## src/rtl/sprite_pkg.sv

```systemverilog
// Sprite overlay constants: transparent key colour, position record, player sprite size.
package sprite_pkg;
  localparam logic [11:0] KEY_DEFAULT = 12'hF0F;
  localparam int PLAYER_W = 48;
  localparam int PLAYER_H = 64;

  typedef struct packed {
    logic [11:0] x;
    logic [11:0] y;
  } sprite_pos_t;
endpackage

```

## src/rtl/vga_pkg.sv

```systemverilog
// VGA pipeline shared widths, screen geometry and the bundled timing/colour word.
package vga_pkg;
  localparam int HCNT_W     = 11;
  localparam int VCNT_W     = 11;
  localparam int RGB_W      = 12;
  localparam int HOR_PIXELS = 1024;
  localparam int VER_PIXELS = 768;

  typedef struct packed {
    logic [HCNT_W-1:0] hcount;
    logic [VCNT_W-1:0] vcount;
    logic              hsync;
    logic              vsync;
    logic              hblnk;
    logic              vblnk;
    logic [RGB_W-1:0]  rgb;
  } vga_t;

  localparam int VGA_T_W = $bits(vga_t);
endpackage

```

## src/rtl/vga_if.sv

```systemverilog
// VGA timing and colour bundle passed between pixel pipeline stages.
interface vga_if;
  import vga_pkg::*;
  logic [HCNT_W-1:0] hcount;
  logic [VCNT_W-1:0] vcount;
  logic              hsync;
  logic              vsync;
  logic              hblnk;
  logic              vblnk;
  logic [RGB_W-1:0]  rgb;

  modport in  (input  hcount, vcount, hsync, vsync, hblnk, vblnk, rgb);
  modport out (output hcount, vcount, hsync, vsync, hblnk, vblnk, rgb);
endinterface

```

## src/rtl/vga_delay.sv

```systemverilog
// vga_delay: reset-to-zero shift register, DEPTH cycles of latency.
// No backpressure: accepts and emits one word every clock.
module vga_delay #(
  parameter int DEPTH = 1,
  parameter int W     = 1
) (
  input  logic         clk,
  input  logic         rst,
  input  logic [W-1:0] din,
  output logic [W-1:0] dout
);
  logic [W-1:0] stage [DEPTH];

  always_ff @(posedge clk or posedge rst) begin
    if (rst) begin
      for (int i = 0; i < DEPTH; i++) stage[i] <= '0;
    end else begin
      stage[0] <= din;
      for (int i = 1; i < DEPTH; i++) stage[i] <= stage[i-1];
    end
  end

  assign dout = stage[DEPTH-1];
endmodule

```

## src/rtl/draw_sprite.sv

```systemverilog
// draw_sprite: frame-latched sprite overlay, ROM_LAT+2 cycles vga_in->vga_out, no stalls or backpressure.
// Horizontal mirroring is built only when DRAW_SPRITE_MIRROR_EN is defined.
module draw_sprite
  import vga_pkg::*;
  import sprite_pkg::*;
#(
  parameter int          SPR_W     = PLAYER_W,
  parameter int          SPR_H     = PLAYER_H,
  parameter int          ROM_LAT   = 1,
  parameter logic [11:0] KEY_COLOR = KEY_DEFAULT,
  parameter int          ADDR_W    = $clog2(SPR_W*SPR_H)
) (
  input  logic              clk,
  input  logic              rst,
  input  logic [11:0]       x_pos,
  input  logic [11:0]       y_pos,
  input  logic              enable,
  input  logic              mirror,
  input  logic [11:0]       rgb_pixel,
  output logic [ADDR_W-1:0] pixel_addr,
  vga_if.in                 vga_in,
  vga_if.out                vga_out
);
  sprite_pos_t pos_act;
  logic        en_act;
  logic        vblnk_q;
  logic        armed;
  logic        vblnk_rise;

  // armed blocks a false edge when vblnk is already high as reset releases.
  assign vblnk_rise = vga_in.vblnk & ~vblnk_q & armed;

  always_ff @(posedge clk or posedge rst) begin
    if (rst) begin
      vblnk_q <= 1'b0;
      armed   <= 1'b0;
      en_act  <= 1'b0;
      pos_act <= '0;
    end else begin
      vblnk_q <= vga_in.vblnk;
      armed   <= 1'b1;
      if (vblnk_rise) begin
        pos_act.x <= x_pos;
        pos_act.y <= y_pos;
        en_act    <= enable;
      end
    end
  end

  logic [11:0] h12, v12, dx, dy, col;
  logic [12:0] x_end, y_end;
  logic        h_in, v_in, hit;
  logic [ADDR_W-1:0] addr_next;

  assign h12   = {1'b0, vga_in.hcount};
  assign v12   = {1'b0, vga_in.vcount};
  assign x_end = {1'b0, pos_act.x} + 13'(SPR_W);
  assign y_end = {1'b0, pos_act.y} + 13'(SPR_H);
  assign h_in  = (h12 >= pos_act.x) && ({1'b0, h12} < x_end);
  assign v_in  = (v12 >= pos_act.y) && ({1'b0, v12} < y_end);
  assign hit   = en_act & h_in & v_in;
  assign dx    = h12 - pos_act.x;
  assign dy    = v12 - pos_act.y;

`ifdef DRAW_SPRITE_MIRROR_EN
  logic mir_act;

  always_ff @(posedge clk or posedge rst) begin
    if (rst)             mir_act <= 1'b0;
    else if (vblnk_rise) mir_act <= mirror;
  end

  assign col = mir_act ? (12'(SPR_W - 1) - dx) : dx;
`else
  logic mirror_unused;
  assign mirror_unused = mirror;
  assign col = dx;
`endif

  assign addr_next = hit ? ADDR_W'(32'(dy) * SPR_W + 32'(col)) : '0;

  always_ff @(posedge clk or posedge rst) begin
    if (rst) pixel_addr <= '0;
    else     pixel_addr <= addr_next;
  end

  vga_t             vga_a, vga_d, vga_o;
  logic             hit_d;
  logic [VGA_T_W:0] dly_in, dly_out;

  always_comb begin
    vga_a        = '0;
    vga_a.hcount = vga_in.hcount;
    vga_a.vcount = vga_in.vcount;
    vga_a.hsync  = vga_in.hsync;
    vga_a.vsync  = vga_in.vsync;
    vga_a.hblnk  = vga_in.hblnk;
    vga_a.vblnk  = vga_in.vblnk;
    vga_a.rgb    = vga_in.rgb;
  end

  // First delay stage doubles as the stage-A register for hit and timing.
  assign dly_in         = {vga_a, hit};
  assign {vga_d, hit_d} = dly_out;

  vga_delay #(.DEPTH(ROM_LAT + 1), .W(VGA_T_W + 1)) u_delay (
    .clk  (clk),
    .rst  (rst),
    .din  (dly_in),
    .dout (dly_out)
  );

  always_ff @(posedge clk or posedge rst) begin
    if (rst) begin
      vga_o <= '0;
    end else begin
      vga_o <= vga_d;
      if (hit_d && (rgb_pixel != KEY_COLOR)) vga_o.rgb <= rgb_pixel;
    end
  end

  assign vga_out.hcount = vga_o.hcount;
  assign vga_out.vcount = vga_o.vcount;
  assign vga_out.hsync  = vga_o.hsync;
  assign vga_out.vsync  = vga_o.vsync;
  assign vga_out.hblnk  = vga_o.hblnk;
  assign vga_out.vblnk  = vga_o.vblnk;
  assign vga_out.rgb    = vga_o.rgb;
endmodule
```

## src/flat_wrapper.sv

```systemverilog
// flat-port wrapper written by rule: the top's interface ports become plain ports
module draw_sprite_flat import vga_pkg::*; import sprite_pkg::*;
#(
  parameter int          SPR_W     = PLAYER_W,
  parameter int          SPR_H     = PLAYER_H,
  parameter int          ROM_LAT   = 1,
  parameter logic [11:0] KEY_COLOR = KEY_DEFAULT,
  parameter int          ADDR_W    = $clog2(SPR_W*SPR_H)
)
  (clk, rst, x_pos, y_pos, enable, mirror, rgb_pixel, pixel_addr, vga_in_hcount, vga_in_vcount, vga_in_hsync, vga_in_vsync, vga_in_hblnk, vga_in_vblnk, vga_in_rgb, vga_out_hcount, vga_out_vcount, vga_out_hsync, vga_out_vsync, vga_out_hblnk, vga_out_vblnk, vga_out_rgb);
  vga_if vga_in_i ();
  vga_if vga_out_i ();
  input  logic clk;
  input  logic rst;
  input  logic [11:0] x_pos;
  input  logic [11:0] y_pos;
  input  logic enable;
  input  logic mirror;
  input  logic [11:0] rgb_pixel;
  output logic [ADDR_W-1:0] pixel_addr;
  input wire logic [$bits(vga_in_i.hcount)-1:0] vga_in_hcount;
  input wire logic [$bits(vga_in_i.vcount)-1:0] vga_in_vcount;
  input wire logic [$bits(vga_in_i.hsync)-1:0] vga_in_hsync;
  input wire logic [$bits(vga_in_i.vsync)-1:0] vga_in_vsync;
  input wire logic [$bits(vga_in_i.hblnk)-1:0] vga_in_hblnk;
  input wire logic [$bits(vga_in_i.vblnk)-1:0] vga_in_vblnk;
  input wire logic [$bits(vga_in_i.rgb)-1:0] vga_in_rgb;
  output wire logic [$bits(vga_out_i.hcount)-1:0] vga_out_hcount;
  output wire logic [$bits(vga_out_i.vcount)-1:0] vga_out_vcount;
  output wire logic [$bits(vga_out_i.hsync)-1:0] vga_out_hsync;
  output wire logic [$bits(vga_out_i.vsync)-1:0] vga_out_vsync;
  output wire logic [$bits(vga_out_i.hblnk)-1:0] vga_out_hblnk;
  output wire logic [$bits(vga_out_i.vblnk)-1:0] vga_out_vblnk;
  output wire logic [$bits(vga_out_i.rgb)-1:0] vga_out_rgb;
  assign vga_in_i.hcount = vga_in_hcount;
  assign vga_in_i.vcount = vga_in_vcount;
  assign vga_in_i.hsync = vga_in_hsync;
  assign vga_in_i.vsync = vga_in_vsync;
  assign vga_in_i.hblnk = vga_in_hblnk;
  assign vga_in_i.vblnk = vga_in_vblnk;
  assign vga_in_i.rgb = vga_in_rgb;
  assign vga_out_hcount = vga_out_i.hcount;
  assign vga_out_vcount = vga_out_i.vcount;
  assign vga_out_hsync = vga_out_i.hsync;
  assign vga_out_vsync = vga_out_i.vsync;
  assign vga_out_hblnk = vga_out_i.hblnk;
  assign vga_out_vblnk = vga_out_i.vblnk;
  assign vga_out_rgb = vga_out_i.rgb;
  draw_sprite #(.SPR_W(SPR_W), .SPR_H(SPR_H), .ROM_LAT(ROM_LAT), .KEY_COLOR(KEY_COLOR), .ADDR_W(ADDR_W)) u_core (.clk(clk), .rst(rst), .x_pos(x_pos), .y_pos(y_pos), .enable(enable), .mirror(mirror), .rgb_pixel(rgb_pixel), .pixel_addr(pixel_addr), .vga_in(vga_in_i), .vga_out(vga_out_i));
endmodule
```

## config.mk

```make
export PLATFORM = sky130hd
export DESIGN_NAME = draw_sprite_flat
export DESIGN_NICKNAME = d
export VERILOG_FILES = /design/src/rtl/sprite_pkg.sv /design/src/rtl/vga_pkg.sv /design/src/rtl/vga_if.sv /design/src/rtl/vga_delay.sv /design/src/rtl/draw_sprite.sv /design/src/flat_wrapper.sv
export SDC_FILE = /design/constraint.sdc
export NUM_CORES = 1
export LEC_CHECK = 0
export BUFFER_PORTS_ARGS = -buffer_cell sky130_fd_sc_hd__buf_4
export CAP_MARGIN = 20
export CORE_MARGIN = 2
export CORE_UTILIZATION = 59
export DETAILED_ROUTE_END_ITERATION = 8
export PLACE_DENSITY = 0.85
export SKIP_CTS_REPAIR_TIMING = 1
export SLEW_MARGIN = 0
export SYNTH_ARGS = -nofsm -noshare
export SYNTH_HDL_FRONTEND = slang
export SYNTH_SLANG_ARGS = --single-unit
export TNS_END_PERCENT = 10
```

## constraint.sdc

```tcl
create_clock -name clk -period 14.8 [get_ports clk]
set_clock_uncertainty 0.05 [all_clocks]
set_input_delay 2.96 -clock clk [delete_from_list [all_inputs] [get_ports clk]]
set_output_delay 2.96 -clock clk [all_outputs]
set_load 0.02 [all_outputs]
```

# --- Yosys cells after proc, flatten, opt, wreduce, memory -nomap -nowiden ---
# Index checks and enable logic that the tools add are counted.
totals:
  regBits: 155
  latch_bits: 0
  ram_bits: 0
  romBits: 0
  output_inout_bits: 50
  mem_count: 0
classes:
  add_sub_neg: 5
  multipliers: 1
  n_div: 0
  magnitude_cmp: 4
  eq_ne: 1
  shifts: 0
  mux: 2
  bitwise_logic: 5
  reduce_logical: 3
op_table:
  columns: ["operator", "count"]
  rows:
  - ["$lt 11x13->1", 2]
  - ["$ge 11x12->1", 2]
  - ["$mux 12", 2]
  - ["$sub 11x12->12", 2]
  - ["$add 12x6->13 const B", 1]
  - ["$add 12x7->13 const B", 1]
  - ["$add 12x12->12", 1]
  - ["$mul 12x2->8 const B", 1]
  - ["$ne 12x12->1 const B", 1]
  - ["$and 1x1->1", 4]
  - ["$logic_and 1x1->1", 3]
  - ["$not 1->1", 1]

# --- Logic depth before layout (Yosys ltp) ---
logic_depth:
  depth_word: 6
  depth_mapped: 19
  depth_no_buf: 19

# --- Cells and area by module ---
# Synthesis repeated with hierarchy kept, for this count alone.
unflattened:
  cells_unflattened: 517
  hier_area_um2: 6732.7
modules_own_cells:
  columns: ["module", "instances", "cells_per_inst", "area_each_um2"]
  rows:
  - ["draw_sprite", 1, 399, 4484.3]
  - ["vga_delay", 1, 118, 2248.4]

# --- Least setup slack after synthesis ---
# Ideal clock, no wire load.
synth_path:
  kind: "input -> register"
  start: "input vga_in_vcount[0]"
  end: "register u_core.pixel_addr[11]"
  setup_time_ps: 119
  t_arrival_ps: 6194
  t_required_ps: 14631
  path_slack_ps: 8438
  stages: 19
  cell_sequence: "inv_1 > ha_1 > inv_1 > fa_1 > a21o_1 > a21oi_1 > xnor2_1 > ha_1 > inv_1 > o21bai_1 > a21oi_1 > xnor2_1 > fa_1 > xnor2_1 > xnor2_1 > xnor2_1 > xnor3_1 > xnor2_1 > nor2_1"
synth_via:
  elab_chain_cells: 4
  elab_cells_between_ends: 8
synth_lines:
  columns: ["item", "line_no", "text"]
  rows:
  - ["start, declared", "flat_wrapper.sv:22", "input wire logic [$bits(vga_in_i.vcount)-1:0] vga_in_vcount;"]
  - ["$sub 11x12->12 (tied with other cells)", "draw_sprite.sv:63", "assign dy = v12 - pos_act.y;"]
  - ["$mul 12x2->8 / $logic_and 1x1->1 (equally long branches)", "draw_sprite.sv:80, draw_sprite.sv:60", null]
  - ["$add 12x12->12 / $and 1x1->1 (equally long branches)", "draw_sprite.sv:80, draw_sprite.sv:61", null]
  - ["$mux 12 (*)", "draw_sprite.sv:80", "assign addr_next = hit ? ADDR_W'(32'(dy) * SPR_W + 32'(col)) : '0;"]
  - ["net u_core.addr_next[11]", "draw_sprite.sv:53", "logic [ADDR_W-1:0] addr_next;"]
  - ["end signal, assigned", "draw_sprite.sv:84", "else pixel_addr <= addr_next;"]
  - ["end, declared", "draw_sprite.sv:20", "output logic [ADDR_W-1:0] pixel_addr,"]
# The timed path passes the listed nets; every way through them passes the cells marked *.
# A chain may end at the register's enable or synchronous reset.

# --- Final worst setup path ---
# Ends and elaborated chain as after synthesis.

==> impl_results.md <==
- Share of flip-flops with an asynchronous set or reset: 100%
- Number of nets at the end of the flow: 755
- Final Max Tran Viols: 0
- Port-buffer cells: 126
- Layout cell share with drive strength beyond 1: 31.8%
- M3 GR Usage: 5.91%
- Clock tree from TritonCTS: built
- Root Driver: sky130_fd_sc_hd__clkbuf_8
- TritonCTS buffer count: 17
- Wire length of the first global-routing pass: 19400 um
- Non-filler cells, final: about 770
- Met1 capacity usage during global routing: 26.7%
- Maximum number of pins on one net before global-route repair: 82
- Detailed-route DRC error count: 0
- Antenna violation net count after detailed routing: 0
- Result of the run: completed
- CP Max Fanout: 3
- Number of enable flip-flop cells after synthesis: 0
- Sinks on the clock net: 154
- Required time worst endpoint: 15.16 ns
- Time the final worst path needs with I/O delays and setup: ~6.4 ns
- Slew at the pin with the worst max-slew slack: 0.890 ns
- Wirelength, routed: between 10000 and 15000 um
- Setup repair after global routing missed its margin: no
- R2R Path Start: u_core.pos_act[0]
- Detail-routed via count per cell: 5.11
- Setup Total Neg Slack: 0 ns
- Endpoint of the most critical setup path: u_core.pixel_addr[11]
- Fmax: 0.157 GHz
- Initial DRT Pass Iterations: 4
- Top flip-flop cell by instance count after synthesis: sky130_fd_sc_hd__dfrtp_1
- Clk buf depth: 2
- Count of endpoints failing setup in the final report: 0
- Horizontal die dimension: 108 um
- Distinct cell type count of the synthesized netlist: 41
- Clock insertion delay at the later pin of the skew report: 0.52 ns
- Starting Density: between 50% and 60%
- Most used routing layer in global routing: met2
- CP arrival: approximately 6.7 ns
- GRT Overall Usage: 22.0%
- Post-synthesis register bit count: 154
- Number of violations reported at the end of detailed-routing iteration 0: 173
- Nature of the critical path startpoint: primary input
- Die boundary height: 108 um
- Final estimated routing congestion in global placement: 0.836
- Aggregate global routing overflow: 0
- Worst supply voltage drop on vdd: 125 uV
- Placed wire-length estimate: 8690 um
- Met2 routing resource usage after global routing: a little under two fifths
- Max-capacitance violation count: 0
- Ports placed on the boundary: 128
- Site row count: 38
- CTS clock-pin slew for the worst setup and hold paths: 0.06 ns
- Worst Setup End Kind: register
- Net count after synthesis: ~610
- Antenna violations before repair: 0
- Inst Count DP: around 730
- Via count of the first global-routing pass: 4083
- Layout-stage area growth over the synthesis result: 26.4%
- H-tree depth: 4
- Placeable core region: between 0.01 and 0.015 mm2
- Path class of the lowest-slack min-delay path: reg2reg
- Average cell area after synthesis: 13.7 um2
- Slack of the worst reg-to-reg path: 10.67 ns
- Count of cells along the worst register-to-register path: 15
- Diode insertion count for antenna repair: 0
- Post-Syn Instances: 468
- Endpoints failing hold: 0
- Fraction of the yosys area taken by sequential cells: 60.3%
- Average routed wire per standard cell: roughly 16 um
- Power density cells: 178 mW/mm2
- Reg-to-reg endpoint: u_core.pixel_addr[11]
- Startpoint-to-endpoint class of the critical path: in2reg
- Vias: just under 4k
- Ratio of final minimum period to clock period: 43.1%
- Max_slew headroom: 40.7%
- Area of the die: between 0.01 and 0.015 mm2
- Leak Pwr: 3.94 nW
- Fillers: 679
- Warning count from the yosys run: 0
- Cell Area, Synth: 0.00639 mm2
- Launching element of the worst setup path: vga_in_vcount[0]
-- registers in the layout (all words and copies together), names as in the netlist --
name                   count
u_core.u_delay.dout       39
u_core.u_delay.stage      39
u_core.pos_act            24
u_core.pixel_addr         12
u_core.vga_out.rgb        12
u_core.vga_out.hcount     11
u_core.vga_out.vcount     11
u_core.armed               1
u_core.en_act              1
u_core.vga_out.hblnk       1
u_core.vga_out.hsync       1
u_core.vga_out.vblnk       1
u_core.vga_out.vsync       1
-- through the flow --
stage                     power [mW]  hold slack, ns  setup slack (ns)  area (um2)  util, %
final                           1.44           0.291              8.42        8080     75.5
after global routing            1.54           0.303              8.17        8080     75.5
after CTS                       1.45           0.292              8.44        8080     75.5
after detailed placement        1.03           0.285              7.99        7520     70.3
after global placement          1.01           0.281              8.11        7520     70.3
after floorplan                0.913           0.281              7.64        6390        -
-- worst max-delay path, stage by stage --
cell,delay (ns)
sky130_fd_sc_hd__buf_4,0.11
sky130_fd_sc_hd__inv_1,0.05
sky130_fd_sc_hd__ha_1,0.15
sky130_fd_sc_hd__inv_1,0.06
sky130_fd_sc_hd__fa_1,0.40
sky130_fd_sc_hd__xor2_1,0.29
sky130_fd_sc_hd__inv_1,0.11
sky130_fd_sc_hd__fa_1,0.47
sky130_fd_sc_hd__xnor2_1,0.21
sky130_fd_sc_hd__fa_1,0.45
sky130_fd_sc_hd__ha_1,0.24
sky130_fd_sc_hd__nor3_1,0.38
sky130_fd_sc_hd__o21ai_0,0.23
sky130_fd_sc_hd__a21oi_1,0.26
sky130_fd_sc_hd__o21ai_0,0.15
sky130_fd_sc_hd__xnor2_1,0.14
sky130_fd_sc_hd__nor2_1,0.05
-- cell type report --
cell class | count | area [um2] | area share, %
well taps | 140 | 175 | 2.17
clock inverters | 13 | 131 | 1.63
multi-input cells | 265 | 2350 | 29.0
inverters | 45 | 174 | 2.15
clock buffers | 19 | 432 | 5.34
flip-flops and latches | 154 | 3850 | 47.7
repair buffers | 129 | 968 | 12.0
-- metal layers --
layer / up-vias / part of all wire, %
met5: - / 0
met4: 0 / 2.0
met3: 24 / 4.5
met2: 99 / 52
met1: 1922 / 42
li1: 1865 / -
-- power breakdown --
part,internal [mW],leakage (nW),total [mW],switching [mW]
Clock,0.231,0.260,0.405,0.174
Sequential,0.452,1.83,0.471,0.0186
Combinational,0.272,1.84,0.564,0.292
Total,0.955,3.94,1.44,0.484
-- cell usage in the layout (no fill, tap or decap), drive strengths merged, types with 2 or more instances in the layout --
master    count
o21bai        5
fa           13
nand2        17
xnor2        21
o21ai        14
clkbuf       19
o21a          9
nor3          7
a31oi         2
nand4         2
a21o          5
buf         129
inv          51
nor3b         3
a21oi        23
xor2          7
nand4b        2
nand3         3
mux2         34
o211ai        2
clkinvlp      5
dfrtp       154
a211oi        3
nand3b        2
nor2         21
ha           52
nand2b        2
nor2b         4
-- worst min path at each step --
stage	depth (start not counted)	endpoint	startpoint
after floorplan	0	u_core.u_delay.dout[0]	u_core.u_delay.stage[39]
after CTS	0	u_core.u_delay.dout[35]	u_core.u_delay.stage[74]
after detailed placement	0	u_core.u_delay.dout[10]	u_core.u_delay.stage[49]
final	0	u_core.u_delay.dout[35]	u_core.u_delay.stage[74]
after global routing	0	u_core.vga_out.hcount[10]	u_core.u_delay.dout[38]
after global placement	0	u_core.u_delay.dout[28]	u_core.u_delay.stage[67]
-- cell usage after synthesis, types with 4 or more instances --
cell type                  count  share of area [%]
sky130_fd_sc_hd__dfrtp_1     154                 60
sky130_fd_sc_hd__ha_1         52                 10
sky130_fd_sc_hd__inv_1        44                2.6
sky130_fd_sc_hd__mux2_2       34                6.0
sky130_fd_sc_hd__a21oi_1      23                1.8
sky130_fd_sc_hd__nor2_1       21                1.2
sky130_fd_sc_hd__xnor2_1      21                2.9
sky130_fd_sc_hd__nand2_1      17                1.0
sky130_fd_sc_hd__fa_1         13                4.1
sky130_fd_sc_hd__o21ai_0      13                1.0
sky130_fd_sc_hd__o21a_1        9                1.1
sky130_fd_sc_hd__nor3_1        7               0.55
sky130_fd_sc_hd__xor2_1        7               0.96
sky130_fd_sc_hd__a21o_1        5               0.59
sky130_fd_sc_hd__o21bai_1      5               0.59
sky130_fd_sc_hd__nor2b_1       4               0.39
-- logic make-up (layout without fill, tap and decap cells) --
family,count (synthesis),count (layout),synth area share (%)
multiplexers,34,34,5.99
buffers and inverters,49,206,3.00
adder cells (fa/ha/maj),65,65,14.3
AND/OR/NAND/NOR,67,67,5.48
AO/OA/AOI/OAI,69,69,6.73
XOR/XNOR,29,29,4.19
other,1,1,0.0587
flip-flops,154,154,60.3
No activity file was read; power rests on OpenSTA's default activity.
